`src/rtl/iob2axi_wr_sched_pkg.sv`:
```
// Shared AXI write-path definitions: burst length width, 4 KB page constants
// and the scheduler state encoding.
package iob2axi_wr_sched_pkg;

    localparam int AXI_LEN_W   = 8;
    localparam int BOUNDARY_4K = 4096;
    localparam int PAGE_W      = 12;

    typedef enum logic [1:0] {
        IDLE  = 2'd0,
        ISSUE = 2'd1,
        DATA  = 2'd2,
        RESP  = 2'd3
    } state_t;

endpackage

```
`src/rtl/iob2axi_wr_sched_burst_len.sv`:
```
// Combinational burst sizing: the smallest of beats remaining, MAX_BEATS and
// beats left before the next 4 KB page boundary.
module iob2axi_burst_len
    import iob2axi_wr_sched_pkg::*;
#(
    parameter int DATA_W    = 32,
    parameter int CNT_W     = 16,
    parameter int MAX_BEATS = 256,
    parameter int BEAT_W    = 9
) (
    input  logic [PAGE_W-1:0] cur_addr,
    input  logic [CNT_W-1:0]  remaining,
    output logic [BEAT_W-1:0] beats
);

    localparam int BYTE_SH = $clog2(DATA_W / 8);
    localparam int CW      = (CNT_W > PAGE_W + 2) ? CNT_W : PAGE_W + 2;

    logic [PAGE_W:0] to_bound_bytes;
    logic [CW-1:0]   to_bound;
    logic [CW-1:0]   rem_w;
    logic [CW-1:0]   lim;

    always_comb begin
        // Page offset 0 yields a full 4096-byte page, hence the extra bit.
        to_bound_bytes = (PAGE_W + 1)'(BOUNDARY_4K) - {1'b0, cur_addr};
        to_bound       = CW'(to_bound_bytes >> BYTE_SH);
        rem_w          = CW'(remaining);
        lim            = (rem_w < to_bound) ? rem_w : to_bound;
        if (lim > CW'(MAX_BEATS)) begin
            lim = CW'(MAX_BEATS);
        end
        beats = BEAT_W'(lim);
    end

endmodule

```
`src/rtl/iob2axi_wr_sched.sv`:
```
// Splits a linear write of total_len beats into AXI-legal bursts (<= MAX_BEATS,
// never crossing 4 KB) and streams upstream data to the write engine.
module iob2axi_wr_sched
    import iob2axi_wr_sched_pkg::*;
#(
    parameter int ADDR_W    = 32,
    parameter int DATA_W    = 32,
    parameter int CNT_W     = 16,
    parameter int MAX_BEATS = 256
) (
    input  logic                 clk,
    input  logic                 rst,
    input  logic                 start,
    input  logic [ADDR_W-1:0]    addr,
    input  logic [CNT_W-1:0]     total_len,
    output logic                 busy,
    output logic                 done,
    output logic                 error,
    input  logic                 s_valid,
    input  logic [DATA_W-1:0]    s_wdata,
    input  logic [DATA_W/8-1:0]  s_wstrb,
    output logic                 s_ready,
    output logic [AXI_LEN_W-1:0] e_length,
    input  logic                 e_ready,
    input  logic                 e_error,
    output logic                 e_valid,
    output logic [ADDR_W-1:0]    e_addr,
    output logic [DATA_W-1:0]    e_wdata,
    output logic [DATA_W/8-1:0]  e_wstrb,
    input  logic                 e_s_ready
);

    localparam int BYTES   = DATA_W / 8;
    localparam int BYTE_SH = $clog2(BYTES);
    localparam int BEAT_W  = $clog2(MAX_BEATS) + 1;

    state_t               state_q,     state_d;
    logic [ADDR_W-1:0]    cur_addr_q,  cur_addr_d;
    logic [CNT_W-1:0]     remaining_q, remaining_d;
    logic [BEAT_W-1:0]    beats_q,     beats_d;
    logic [BEAT_W-1:0]    beat_cnt_q,  beat_cnt_d;
    logic [AXI_LEN_W-1:0] e_length_q,  e_length_d;
    logic                 done_q,      done_d;
    logic                 error_q,     error_d;

    logic [BEAT_W-1:0]    beats_calc;
    logic                 in_data;
    logic                 fire;

    iob2axi_burst_len #(
        .DATA_W    (DATA_W),
        .CNT_W     (CNT_W),
        .MAX_BEATS (MAX_BEATS),
        .BEAT_W    (BEAT_W)
    ) u_burst_len (
        .cur_addr  (cur_addr_q[PAGE_W-1:0]),
        .remaining (remaining_q),
        .beats     (beats_calc)
    );

    always_comb begin
        // NOTE: every signal gets a default before the case so no path infers a latch.
        state_d     = state_q;
        cur_addr_d  = cur_addr_q;
        remaining_d = remaining_q;
        beats_d     = beats_q;
        beat_cnt_d  = beat_cnt_q;
        e_length_d  = e_length_q;
        done_d      = 1'b0;
        error_d     = error_q;

        in_data = (state_q == DATA) && (beat_cnt_q < beats_q);
        e_valid = in_data && s_valid;
        s_ready = in_data && e_s_ready;
        e_wdata = in_data ? s_wdata : '0;
        e_wstrb = in_data ? s_wstrb : '0;
        fire    = e_valid && e_s_ready;

        case (state_q)
            IDLE: begin
                if (start) begin
                    cur_addr_d  = addr & ~ADDR_W'(BYTES - 1);
                    remaining_d = total_len;
                    error_d     = 1'b0;
                    if (total_len == '0) begin
                        done_d = 1'b1;
                    end else begin
                        state_d = ISSUE;
                    end
                end
            end
            ISSUE: begin
                if (e_ready) begin
                    beats_d    = beats_calc;
                    e_length_d = AXI_LEN_W'(beats_calc - 1'b1);
                    beat_cnt_d = '0;
                    state_d    = DATA;
                end
            end
            DATA: begin
                if (fire) begin
                    beat_cnt_d = beat_cnt_q + 1'b1;
                    if (beat_cnt_d == beats_q) begin
                        state_d = RESP;
                    end
                end
            end
            RESP: begin
                if (e_ready) begin
                    error_d     = error_q | e_error;
                    cur_addr_d  = cur_addr_q + (ADDR_W'(beats_q) << BYTE_SH);
                    remaining_d = remaining_q - CNT_W'(beats_q);
                    if (remaining_d == '0) begin
                        done_d  = 1'b1;
                        state_d = IDLE;
                    end else begin
                        state_d = ISSUE;
                    end
                end
            end
            default: state_d = IDLE;
        endcase
    end

    // NOTE: state uses non-blocking assignments; the async reset clears every flop.
    always_ff @(posedge clk or posedge rst) begin
        if (rst) begin
            state_q     <= IDLE;
            cur_addr_q  <= '0;
            remaining_q <= '0;
            beats_q     <= '0;
            beat_cnt_q  <= '0;
            e_length_q  <= '0;
            done_q      <= 1'b0;
            error_q     <= 1'b0;
        end else begin
            state_q     <= state_d;
            cur_addr_q  <= cur_addr_d;
            remaining_q <= remaining_d;
            beats_q     <= beats_d;
            beat_cnt_q  <= beat_cnt_d;
            e_length_q  <= e_length_d;
            done_q      <= done_d;
            error_q     <= error_d;
        end
    end

    assign busy     = (state_q != IDLE);
    assign done     = done_q;
    assign error    = error_q;
    assign e_length = e_length_q;
    assign e_addr   = cur_addr_q;

endmodule

```
`config.mk`:
```
export PLATFORM = sky130hd
export DESIGN_NAME = iob2axi_wr_sched
export DESIGN_NICKNAME = d
export VERILOG_FILES = /design/src/rtl/iob2axi_wr_sched_pkg.sv /design/src/rtl/iob2axi_wr_sched_burst_len.sv /design/src/rtl/iob2axi_wr_sched.sv
export SDC_FILE = /design/constraint.sdc
export NUM_CORES = 1
export LEC_CHECK = 0
export ABC_AREA = 1
export BUFFER_PORTS_ARGS = -buffer_cell sky130_fd_sc_hd__buf_2
export CAP_MARGIN = 15
export CORE_MARGIN = 2
export CORE_UTILIZATION = 45
export DETAILED_ROUTE_END_ITERATION = 7
export HOLD_SLACK_MARGIN = 0.02
export PLACE_DENSITY = 0.66
export SLEW_MARGIN = 20
export SYNTH_ARGS = -nofsm -noshare
export SYNTH_HDL_FRONTEND = slang
export SYNTH_HIERARCHICAL = 1
export SYNTH_SLANG_ARGS = --single-unit
```
`constraint.sdc`:
```
create_clock -name clk -period 8.2 [get_ports clk]
set_clock_uncertainty 0.1 [all_clocks]
set_input_delay 0.82 -clock clk [delete_from_list [all_inputs] [get_ports clk]]
set_output_delay 0.82 -clock clk [all_outputs]
set_load 0.03 [all_outputs]
```
# Word level (Yosys, flattened, before mapping)
# Index checks and enable logic that the tools add are counted.
[word_totals]
register_bits = 78
[op_classes]
bitwise_logic = 1
n_mux = 29
reduce_logical = 14
n_eq_ne = 10
addsub = 5
n_lt_le_gt_ge = 3
[ops]
columns = ["op", "n"]
rows = [
  ["$mux 32", 3],
  ["$pmux 32 s2", 1],
  ["$mux 16", 3],
  ["$add 32x11->32", 1],
  ["$logic_not 16->1", 2],
  ["$pmux 16 s2", 1],
  ["$mux 9", 3],
  ["$pmux 9 s2", 1],
  ["$gt 16x9->1 const B", 1],
  ["$lt 16x11->1", 1],
  ["$sub 16x9->16", 1],
  ["$sub 13x12->13 const A", 1],
  ["$mux 2", 6],
  ["$ne 2x2->1 const B", 5],
  ["$add 9x1->9 const B", 1],
  ["$eq 9x9->1", 1],
  ["$lt 9x9->1", 1],
  ["$pmux 2 s4", 1],
  ["$sub 8x1->8 const B", 1],
  ["$mux 1", 7],
  ["$reduce_and 3->1", 2],
  ["$reduce_and 6->1", 1],
  ["$reduce_bool 2->1", 3],
  ["$eq 2x2->1 const B", 2],
  ["other kinds (8)", 12],
]

# Longest topological paths before layout
# Gate-level depths: netlist of the first run.
[logic_depth]
depth_word = 6
ltp_mapped = 31

# Cells and area by module
# The synthesis of the first run kept the hierarchy.
[modules_own_cells]
columns = ["module", "cells_per_inst", "area_per_inst_um2", "seq_area_each_um2", "n_inst"]
rows = [
  ["iob2axi_wr_sched", 956, 6190.9, 1901.8, 1],
  ["iob2axi_burst_len", 127, 755.7, 0.0, 1],
]

# Worst setup path after synthesis of the first run
# OpenSTA, ideal clock, no wires.
[synth_path]
path_kind = "register to register"
start = "reg cur_addr_q[2], in the netlist e_addr[2]"
end = "reg e_length_q[7], in the netlist e_length[7]"
synth_period_minus_slack_ps = 4009
arrival_time_ps = 3776
setup_time_ps = 133
stages_incl_launch_ff = 32
slack_ps = 4191
path_cell_list = "dfrtp_1 -> nor2_2 -> nand2_2 -> nor2_4 -> nand2_2 -> nor2_4 -> nand2_4 -> nor2_8 -> nand2_2 -> nor2_1 -> nor2_1 -> inv_1 -> nand2_1 -> ha_1 -> a21oi_1 -> nor2_1 -> nor4_4 -> nand2_4 -> buf_6 -> nand2_1 -> o21ai_1 -> nand2_1 -> inv_2 -> nand3_4 -> a21oi_1 -> inv_1 -> nand3_1 -> nor3_1 -> inv_1 -> nor3_1 -> xnor2_1 -> o21ai_0"
[synth_between]
elab_chain_len = 6
[synth_rtl]
columns = ["element", "line", "source"]
rows = [
  ["start, declared", "iob2axi_wr_sched.sv:38", "logic [ADDR_W-1:0] cur_addr_q, cur_addr_d;"],
  ["start signal, assigned", "iob2axi_wr_sched.sv:138", "cur_addr_q <= cur_addr_d;"],
  ["$sub 13x12->13 (*)", "iob2axi_wr_sched_burst_len.sv:26", "to_bound_bytes = (PAGE_W + 1)'(BOUNDARY_4K) - {1'b0, cur_addr};"],
  ["$lt 16x11->1", "iob2axi_wr_sched_burst_len.sv:29", "lim = (rem_w < to_bound) ? rem_w : to_bound;"],
  ["$mux 16 (*)", "iob2axi_wr_sched_burst_len.sv:29", ""],
  ["$gt 16x9->1", "iob2axi_wr_sched_burst_len.sv:30", "if (lim > CW'(MAX_BEATS)) begin"],
  ["$mux 9 (*)", "iob2axi_wr_sched_burst_len.sv:30", ""],
  ["named net beats_calc[0]", "iob2axi_wr_sched.sv:46", "logic [BEAT_W-1:0] beats_calc;"],
  ["$sub 8x1->8 (*)", "iob2axi_wr_sched.sv:95", "e_length_d = AXI_LEN_W'(beats_calc - 1'b1);"],
  ["end signal, assigned", "iob2axi_wr_sched.sv:142", "e_length_q <= e_length_d;"],
  ["end, declared", "iob2axi_wr_sched.sv:42", "logic [AXI_LEN_W-1:0] e_length_q, e_length_d;"],
]
# Mark *: on every way through the listed nets, which the timed path passes. The rest lies on a longest branch.
# A chain may end at the register's enable or synchronous reset.

# Final worst setup path of the first run
[layout_path]
start = "reg cur_addr_q[2], in the netlist e_addr[2]"
end = "reg e_length_q[4], in the netlist e_length[4]"
# The elaborated chain is that of the path after synthesis.

==> results.json, run 1 <==
{
  "crit_type": "flip-flop to flip-flop",
  "multiInputGateArea_mm2": 0.00428,
  "wl_mm": 20.3,
  "grt_pass1_wl_mm": 32.0,
  "io_pins": 172,
  "reg2reg_to": "e_length[4]$_DFFE_PP0P_",
  "first_pass_iters": 5,
  "syn2layout_area_growth_pct": 19.0,
  "min_period_ps": 4420,
  "dp_hpwl_mm": 15.7,
  "path_delay_family": "simple AND/OR/NAND/NOR gates",
  "wl_met3_mm": 1.12,
  "cts.sinks": 76,
  "hold_viol_final": 0,
  "drtIter0Drc": 419,
  "core_mm2": 0.0151,
  "clkTransAtPathRegs_ps": 60,
  "status": "finished clean",
  "crit_path_max_fanout": 13,
  "cts-root-buf": "clkbuf_16",
  "io_buffers": 167,
  "syn_avg_cell_area_um2": 6.41,
  "leakage_nw": 4.56,
  "p_per_area_mw_per_mm2": 438,
  "gp_congestion": 0.907,
  "rsz0062_at_grt": "no",
  "pwr-share-seq": 0.213,
  "ant_nets": 0,
  "cell_internal_pwr_mw": 1.60,
  "synth_cells": 1083,
  "cts_tree": "done",
  "cp-end-kind": "flip-flop",
  "fp.dieW_um": 128,
  "synth_cell_types": 53,
  "num_antenna_cells": 0,
  "layout_commonest_cell": "nand2_1",
  "wl_met2_mm": 9.51,
  "cp_common_cell": "nand2_1",
  "crit_arrival_ps": 4550,
  "synth_async_sr_flop_share": 1.00,
  "dieArea_mm2": 0.0164,
  "ctsHoldBuffers": 0,
  "r2r_start": "e_addr[2]$_DFFE_PP0P_",
  "wl_met1_mm": 9.38,
  "preCtsSetupSlack_ps": 3850,
  "grt.overflow.total": 0,
  "drive_gt1_frac": 0.189,
  "cp_slowest_stage_delay_ps": 420,
  "row_count": 45,
  "vias_per_cell": 5.02,
  "route.detailed.drc": 0,
  "cp-start-kind": "flip-flop",
  "clk-insertion-delay-late_ps": 350,
  "setup_viol": 0,
  "hold_start": "e_length[4]$_DFFE_PP0P_",
  "setup_tns_ps": 0,
  "p_comb_frac": 0.664,
  "drv_slew": 0,
  "htree_levels": 3,
  "r2r_cells": 29,
  "nets": 1381,
  "via_count": 7206,
  "tightest_slew_ps": 1050,
  "max-vdd-ir-drop_v": 0.000191,
  "switching_share": 0.559,
  "ff2ff_setup_slack_ps": 3780,
  "die_h_um": 128,
  "start_util": 0.459,
  "clkPwrFrac": 0.123,
  "fin_crit_sh": 0.539,
  "hold_end": "e_length[4]$_DFFE_PP0P_",
  "yosysSeqAreaShare": 0.274,
  "setup_ws_ps": 3780,
  "antenna_found_initial": 2,
  "fmax_ghz": 0.226,
  "netlist_area_mm2": 0.00695,
  "clock_path_buffers": 2,
  "holdPathStages": 2,
  "switchingPower_mw": 2.02,
  "cts_resized": 0,
  "regArea_mm2": 0.00190,
  "fin_area_mm2": 0.00827,
  "crit_required_ps": 8340,
  "grt_max_degree": 77,
  "post_dp_cell_area_mm2": 0.00794,
  "slew_headroom": 0.300,
  "grt_pass1_vias": 6374,
  "slowest_stage": "dfrtp_1",
  "synth_edf_count": 0,
  "grt_usage": 0.245,
  "ys_ff_latch": 76,
  "ys_warn_count": 6,
  "most-common-layout-cells": "nand2_1, inv_1, buf_2, nor2_1, dfrtp_1",
  "post_cts_buffers": 0,
  "cts_inserted_buffers": 9,
  "synthFlopType": "dfrtp_1",
  "nFillCells": 1522,
  "hold_class": "flip-flop to flip-flop",
  "cp_num_buf_inv": 3,
  "cp.depth": 29,
  "drv_cap": 0,
  "routed.top_layer": "met5",
  "wire_per_inst_um": 14.1
}
[how the worst max path moves through the flow]
| stage | start | end |
|---|---|---|
| 2_1_floorplan | e_addr[2]$_DFFE_PP0P_ | e_length[7]$_DFFE_PP0P_ |
| 3_3_place_gp | e_addr[2]$_DFFE_PP0P_ | e_length[4]$_DFFE_PP0P_ |
| 3_5_place_dp | e_addr[2]$_DFFE_PP0P_ | e_length[4]$_DFFE_PP0P_ |
| 4_1_cts | e_addr[2]$_DFFE_PP0P_ | e_length[4]$_DFFE_PP0P_ |
| 5_1_grt | e_addr[2]$_DFFE_PP0P_ | e_length[7]$_DFFE_PP0P_ |
| 6_report | e_addr[2]$_DFFE_PP0P_ | e_length[4]$_DFFE_PP0P_ |
[synthesized netlist by cell type (all sizes together), types with 3 or more instances]
library cell | instances | area share
nand4 | 12 | 0.011
xnor2 | 5 | 0.0074
nand2 | 310 | 0.18
a22oi | 11 | 0.012
nor2 | 144 | 0.088
a21oi | 45 | 0.034
nor4 | 7 | 0.0094
a221oi | 3 | 0.0038
dfrtp | 76 | 0.27
nand3b | 9 | 0.0097
o22ai | 5 | 0.0045
o211ai | 7 | 0.0076
o21bai | 4 | 0.0043
inv | 175 | 0.095
o21ai | 79 | 0.059
nor3 | 14 | 0.010
and2 | 3 | 0.0027
nand3 | 80 | 0.062
buf | 18 | 0.015
ha | 44 | 0.079
o221ai | 3 | 0.0038
xor2 | 8 | 0.011
clkbuf | 8 | 0.0043
[cells by family after synthesis]
group	share of synthesized area
adder cells (fa/ha/maj)	0.0850
flip-flops	0.274
XOR/XNOR	0.0186
other	0.000540
AO/OA/AOI/OAI	0.134
buffers and inverters	0.113
AND/OR/NAND/NOR	0.375
[layout make-up]
| type | instances | share of cell area |
|---|---|---|
| Timing Repair Buffer | 171 | 0.105 |
| Clock buffer | 11 | 0.0306 |
| Inverter | 175 | 0.0796 |
| Multi-Input combinational cell | 811 | 0.517 |
| Tap cell | 188 | 0.0284 |
| Clock inverter | 4 | 0.00878 |
| Sequential cell | 76 | 0.230 |
[metrics by stage]
step / hold WS (ps) / util / cells / total power [mW]
6_report: 373 / 0.546 / 1436 / 3.62
5_1_grt: 427 / 0.546 / 1436 / 3.97
4_1_cts: 377 / 0.546 / 1436 / 3.63
3_5_place_dp: 361 / 0.524 / 1421 / 3.16
3_3_place_gp: 361 / 0.524 / 1421 / 3.13
2_1_floorplan: 400 / - / 1088 / 2.55
[per-layer routing]
metal | GRT usage | vias up
li1 | - | 3783
met1 | 0.337 | 3203
met2 | 0.397 | 195
met3 | 0.0405 | 23
met4 | 0.0711 | 2
met5 | 0 | -
[power groups by stage]
stage               sequential [mW]  clock (mW)  combinational [mW]
floorplan                     0.891           0                1.66
global placement              0.772           0                2.36
detailed placement            0.774           0                2.39
CTS                           0.769       0.456                2.41
global route                  0.798       0.465                2.71
finish                        0.771       0.445                2.41
[flip-flops by register name, indices dropped and copies added, names as in the netlist]
name / cells
e_addr: 30
remaining_q: 16
beat_cnt_q: 9
beats_q: 9
e_length: 8
state_q: 2
done: 1
error: 1
[worst min-delay path, cell delays in order (launching register included)]
cell     delay (ps)
dfrtp_1         340
nand2_1          50
nand2_1          50
Note: power is estimated with default switching activity, not from simulation.
==> run 2, diff against run 1 <==
==> constraint.sdc (replaced) <==
create_clock -name clk -period 4.54 [get_ports clk]
set_clock_uncertainty 0.1 [all_clocks]
set_input_delay 0.454 -clock clk [delete_from_list [all_inputs] [get_ports clk]]
set_output_delay 0.454 -clock clk [all_outputs]
set_load 0.03 [all_outputs]
==> run 2 against run 1 <==
Net effect: register-to-register slack got worse by 3600 ps; die area unchanged; power grew 83%; final cell count rose by 0.91%; clock power grew 58%; via count increased by 2.1%; worst setup slack got worse by 3600 ps.
==> results.json, run 2 (synthesized netlist as in run 1, its figures left out) <==
{
  "status": "finished clean",
  "drv_slew": 0,
  "leakage_nw": 4.63,
  "layout_commonest_cell": "nand2_1",
  "num_antenna_cells": 0,
  "total_power_mw": 6.62,
  "crit_type": "flip-flop to flip-flop",
  "nets": 1393,
  "dp_hpwl_mm": 16.2,
  "drv_cap": 0,
  "crit_arrival_ps": 4490,
  "wire_per_inst_um": 14.4,
  "place_inst": 1424,
  "io_pins": 172,
  "route.detailed.drc": 0,
  "fin_crit_sh": 0.966,
  "cp-end-kind": "flip-flop",
  "crit_path_max_fanout": 7,
  "max-vdd-ir-drop_v": 0.000377,
  "io_buffers": 167,
  "most-common-layout-cells": "nand2_1, inv_1, buf_2, nor2_1, dfrtp_1",
  "htree_levels": 3,
  "min_period_ps": 4390,
  "die_h_um": 128,
  "core_mm2": 0.0151,
  "dieArea_mm2": 0.0164,
  "clk-insertion-delay-late_ps": 350,
  "grt.overflow.total": 0,
  "tightest_slew_ps": 1050,
  "cts-root-buf": "clkbuf_16",
  "grt_pass1_wl_mm": 33.0,
  "vias_per_cell": 5.08,
  "fp.dieW_um": 128,
  "row_count": 45,
  "via_count": 7358,
  "grt_usage": 0.252,
  "cts.sinks": 76,
  "slew_headroom": 0.299,
  "critPathLaunch": "e_addr[2]$_DFFE_PP0P_",
  "cp-start-kind": "flip-flop",
  "drive_gt1_frac": 0.215,
  "gp_congestion": 0.926,
  "cp_slowest_stage_delay_ps": 440,
  "clkTransAtPathRegs_ps": 60,
  "hold_viol_final": 0,
  "p_per_area_mw_per_mm2": 787,
  "grt_pass1_vias": 6489,
  "start_util": 0.459,
  "r2r_start": "e_addr[2]$_DFFE_PP0P_",
  "hold_class": "input pin to async pin",
  "clock_path_buffers": 2,
  "setup_viol": 0,
  "ant_nets": 0,
  "antenna_found_initial": 1,
  "crit_required_ps": 4640,
  "ctsHoldBuffers": 0,
  "slowest_stage": "dfrtp_2",
  "syn2layout_area_growth_pct": 21.2,
  "grt_max_degree": 40,
  "drtIter0Drc": 416,
  "wl_mm": 20.9,
  "final_cells": 1449,
  "largest_register_ffs": 30,
  "first_pass_iters": 5,
  "cts_inserted_buffers": 9,
  "cts_tree": "done",
  "nFillCells": 1539,
  "fmax_ghz": 0.228
}
-- run 2: cell count changes in the layout (fill, tap and decap cells not counted), moves of 2 or more --
cell and change:
nand2_2 +4, buf_4 +13, clkinv_2 +2, bufinv_16 -2, a21oi_1 -5, nand2_1 -6
a21oi_2 +4, nor3_1 -3, inv_1 -4, inv_2 +4, nor3_2 +2
-- run 2: power breakdown --
| group | switching, mW | internal [mW] |
|---|---|---|
| sequential | 0.412 | 0.989 |
| clock | 0.302 | 0.399 |
| combinational | 3.04 | 1.48 |
| total | 3.75 | 2.87 |
-- run 2: final cells by class --
type | count | area (um2) | share of cell area
inverters | 175 | 658 | 0.0782
well taps | 188 | 235 | 0.0279
clock inverters | 4 | 23.8 | 0.00282
clock buffers | 12 | 256 | 0.0305
flip-flops and latches | 76 | 1900 | 0.226
multi-input cells | 811 | 4390 | 0.521
repair buffers | 183 | 956 | 0.114
-- run 2: critical path: cells and delay by family (launching register included) --
family | cells | cell delay (ps)
AOI/OAI and AO/OA | 3 | 450
xor gates and xnor gates | 1 | 270
adders and majority gates | 1 | 290
buffers and inverters | 5 | 510
DFF | 1 | 440
and+or+nand+nor | 21 | 2170
-- run 2: metal layers --
layer | global-route usage | part of all wire | vias up
met1 | 0.348 | 0.47 | 3332
li1 | - | - | 3817
met4 | 0.0659 | 0.014 | 0
met5 | 0 | 0 | -
met2 | 0.412 | 0.47 | 185
met3 | 0.0405 | 0.046 | 24
-- run 2: worst paths after layout --
check,endpoint,slack [ps],depth (start not counted)
max,e_length[7]$_DFFE_PP0P_,150,31
min in group clk,e_addr[20]$_DFFE_PP0P_,220,3
min,e_addr[15]$_DFFE_PP0P_,80,2
max in group asynchronous,remaining_q[4]$_DFFE_PP0P_,3260,3
max reg2reg,e_length[7]$_DFFE_PP0P_,150,31
min reg2reg,e_length[3]$_DFFE_PP0P_,370,2
-- run 2: what timing repair did --
item                                    4_1_cts  5_1_grt
buffers inserted                              0        9
gates resized for setup                       0       31
endpoints found under the setup margin        0        3
-- run 2: per-stage QoR --
| stage | TNS, ps | instance area (um2) | worst slack, ps | hold WS (ps) | util |
|---|---|---|---|---|---|
| after CTS | 0 | 8240 | 283 | 102 | 0.544 |
| after global routing | -111 | 8420 | -69.1 | 142 | 0.556 |
| after global placement | 0 | 7960 | 442 | 363 | 0.526 |
| after detailed placement | 0 | 7960 | 336 | 366 | 0.526 |
| after floorplan | 0 | 6970 | 531 | 400 | - |
| final | 0 | 8420 | 153 | 81.5 | 0.556 |
==> run 3, diff against run 2 <==
--- a/config.mk
+++ b/config.mk
@@ -9,10 +9,10 @@
 export BUFFER_PORTS_ARGS = -buffer_cell sky130_fd_sc_hd__buf_2
 export CAP_MARGIN = 15
 export CORE_MARGIN = 2
-export CORE_UTILIZATION = 45
+export CORE_UTILIZATION = 55
 export DETAILED_ROUTE_END_ITERATION = 7
 export HOLD_SLACK_MARGIN = 0.02
-export PLACE_DENSITY = 0.66
+export PLACE_DENSITY = 0.79
 export SLEW_MARGIN = 20
 export SYNTH_ARGS = -nofsm -noshare
 export SYNTH_HDL_FRONTEND = slang
==> run 3 against run 2 <==
Net effect: power decreased by 0.48%; hold slack improved by 13 ps; design area decreased by 1.1%; combinational power decreased by 1%; clock-buffer cell count decreased by 1; largest cell class unchanged.
==> results.json, run 3 (synthesized netlist as in run 1, its figures left out) <==
{
  "status": "finished clean",
  "min_period_ps": 4260,
  "syn2layout_area_growth_pct": 19.8,
  "clk-insertion-delay-late_ps": 350,
  "r2r_cells": 30,
  "setup_ws_ps": 276,
  "largest_register_ffs": 30,
  "start_util": 0.557,
  "reg2reg_to": "e_length[7]$_DFFE_PP0P_",
  "fin_crit_sh": 0.939,
  "core_mm2": 0.0125,
  "antenna_found_initial": 1,
  "ff2ff_setup_slack_ps": 280,
  "ant_nets": 0,
  "tightest_slew_ps": 1050,
  "grt_usage": 0.301,
  "io_buffers": 167,
  "preCtsSetupSlack_ps": 392,
  "drtIter0Drc": 526,
  "grt_pass1_wl_mm": 31.9,
  "slowest_stage": "dfrtp_2",
  "nFillCells": 1163,
  "htree_levels": 3,
  "route.detailed.drc": 0,
  "final_cells": 1426,
  "first_pass_iters": 5,
  "critPathLaunch": "e_addr[2]$_DFFE_PP0P_",
  "leakage_nw": 4.58,
  "cts.sinks": 76,
  "clkTransAtPathRegs_ps": 60,
  "via_count": 7523,
  "cp-start-kind": "flip-flop",
  "rsz0062_at_grt": "yes",
  "cp_slowest_stage_delay_ps": 420,
  "die_h_um": 116,
  "drive_gt1_frac": 0.205,
  "gp_congestion": 0.977,
  "most-common-layout-cells": "nand2_1, inv_1, buf_2, nor2_1, dfrtp_1",
  "hold_viol_final": 0,
  "vias_per_cell": 5.28,
  "io_pins": 172,
  "place_inst": 1407,
  "nets": 1387,
  "r2r_start": "e_addr[2]$_DFFE_PP0P_",
  "grt_pass1_vias": 6644,
  "slew_headroom": 0.297,
  "hold_class": "input pin to async pin",
  "clock_path_buffers": 2,
  "wire_per_inst_um": 14.2,
  "setup_viol": 0,
  "crit_required_ps": 4650,
  "ctsHoldBuffers": 0,
  "cts-root-buf": "clkbuf_16",
  "cts_tree": "done",
  "wl_mm": 20.2,
  "fmax_ghz": 0.235,
  "num_antenna_cells": 0,
  "grt_max_degree": 40,
  "grt.overflow.total": 0,
  "drv_slew": 0,
  "setup_tns_ps": 0,
  "crit_path_max_fanout": 7,
  "fp.dieW_um": 116,
  "crit_arrival_ps": 4370,
  "crit_type": "flip-flop to flip-flop",
  "cp-end-kind": "flip-flop",
  "max-vdd-ir-drop_v": 0.000396,
  "p_per_area_mw_per_mm2": 792,
  "row_count": 41,
  "dp_hpwl_mm": 15.4,
  "dieArea_mm2": 0.0135,
  "drv_cap": 0,
  "cts_inserted_buffers": 9,
  "layout_commonest_cell": "nand2_1",
  "endpoint": "e_length[7]$_DFFE_PP0P_"
}
-- run 3: repair_timing --
action / 4_1_cts / 5_1_grt
gates resized for setup: 0 / 20
endpoints found under the setup margin: 0 / 3
hold endpoints to repair: 0 / 0
buffers inserted: 0 / 4
-- run 3: layer usage --
metal  vias up  wire length [um]  part of all wire  global-route usage
met5         -                 0                 0                   0
met4         0               537             0.027               0.123
met3        46              1250             0.062              0.0472
met2       283              9340              0.46               0.476
met1      3396              9110              0.45               0.412
li1       3798                 -                 -                   -
-- run 3: worst max-delay path: cells and delay by family (launching register included) --
kind,cells,cell delay (ps)
AO/OA/AOI/OAI,3,410
flip-flops,1,420
AND/OR/NAND/NOR,21,2240
adder cells (fa/ha/maj),1,280
XOR/XNOR,1,200
buffers and inverters,4,450
-- run 3: final cells by class --
| class | count | area [um2] | share of cell area |
|---|---|---|---|
| Tap cell | 172 | 215 | 0.0259 |
| Clock buffer | 11 | 233 | 0.0280 |
| Inverter | 175 | 658 | 0.0791 |
| Clock inverter | 4 | 51.3 | 0.00616 |
| Multi-Input combinational cell | 811 | 4350 | 0.523 |
| Sequential cell | 76 | 1900 | 0.229 |
| Timing Repair Buffer | 177 | 911 | 0.109 |
-- run 3: metrics by stage --
stage	area (um2)	power (mW)	utilization	hold WS (ps)
2_1_floorplan	6970	4.61	-	400
3_5_place_dp	7940	5.69	0.637	363
5_1_grt	8320	7.20	0.668	144
6_report	8320	6.59	0.668	94.7
4_1_cts	8220	6.44	0.659	116
3_3_place_gp	7940	5.61	0.637	361
-- run 3: how the worst min path moves through the flow --
stage | slack, ps | endpoint | from
3_3_place_gp | 360 | e_length[3]$_DFFE_PP0P_ | e_length[3]$_DFFE_PP0P_
5_1_grt | 140 | e_addr[15]$_DFFE_PP0P_ | rst
3_5_place_dp | 360 | e_length[4]$_DFFE_PP0P_ | e_length[4]$_DFFE_PP0P_
4_1_cts | 120 | e_addr[18]$_DFFE_PP0P_ | rst
2_1_floorplan | 400 | beat_cnt_q[8]$_DFFE_PP0P_ | beat_cnt_q[8]$_DFFE_PP0P_
6_report | 90 | e_addr[15]$_DFFE_PP0P_ | rst
-- run 3: power breakdown --
group	switching [mW]	internal, mW	total [mW]
clock network	0.302	0.423	0.725
logic	3.03	1.44	4.47
registers	0.403	0.989	1.39
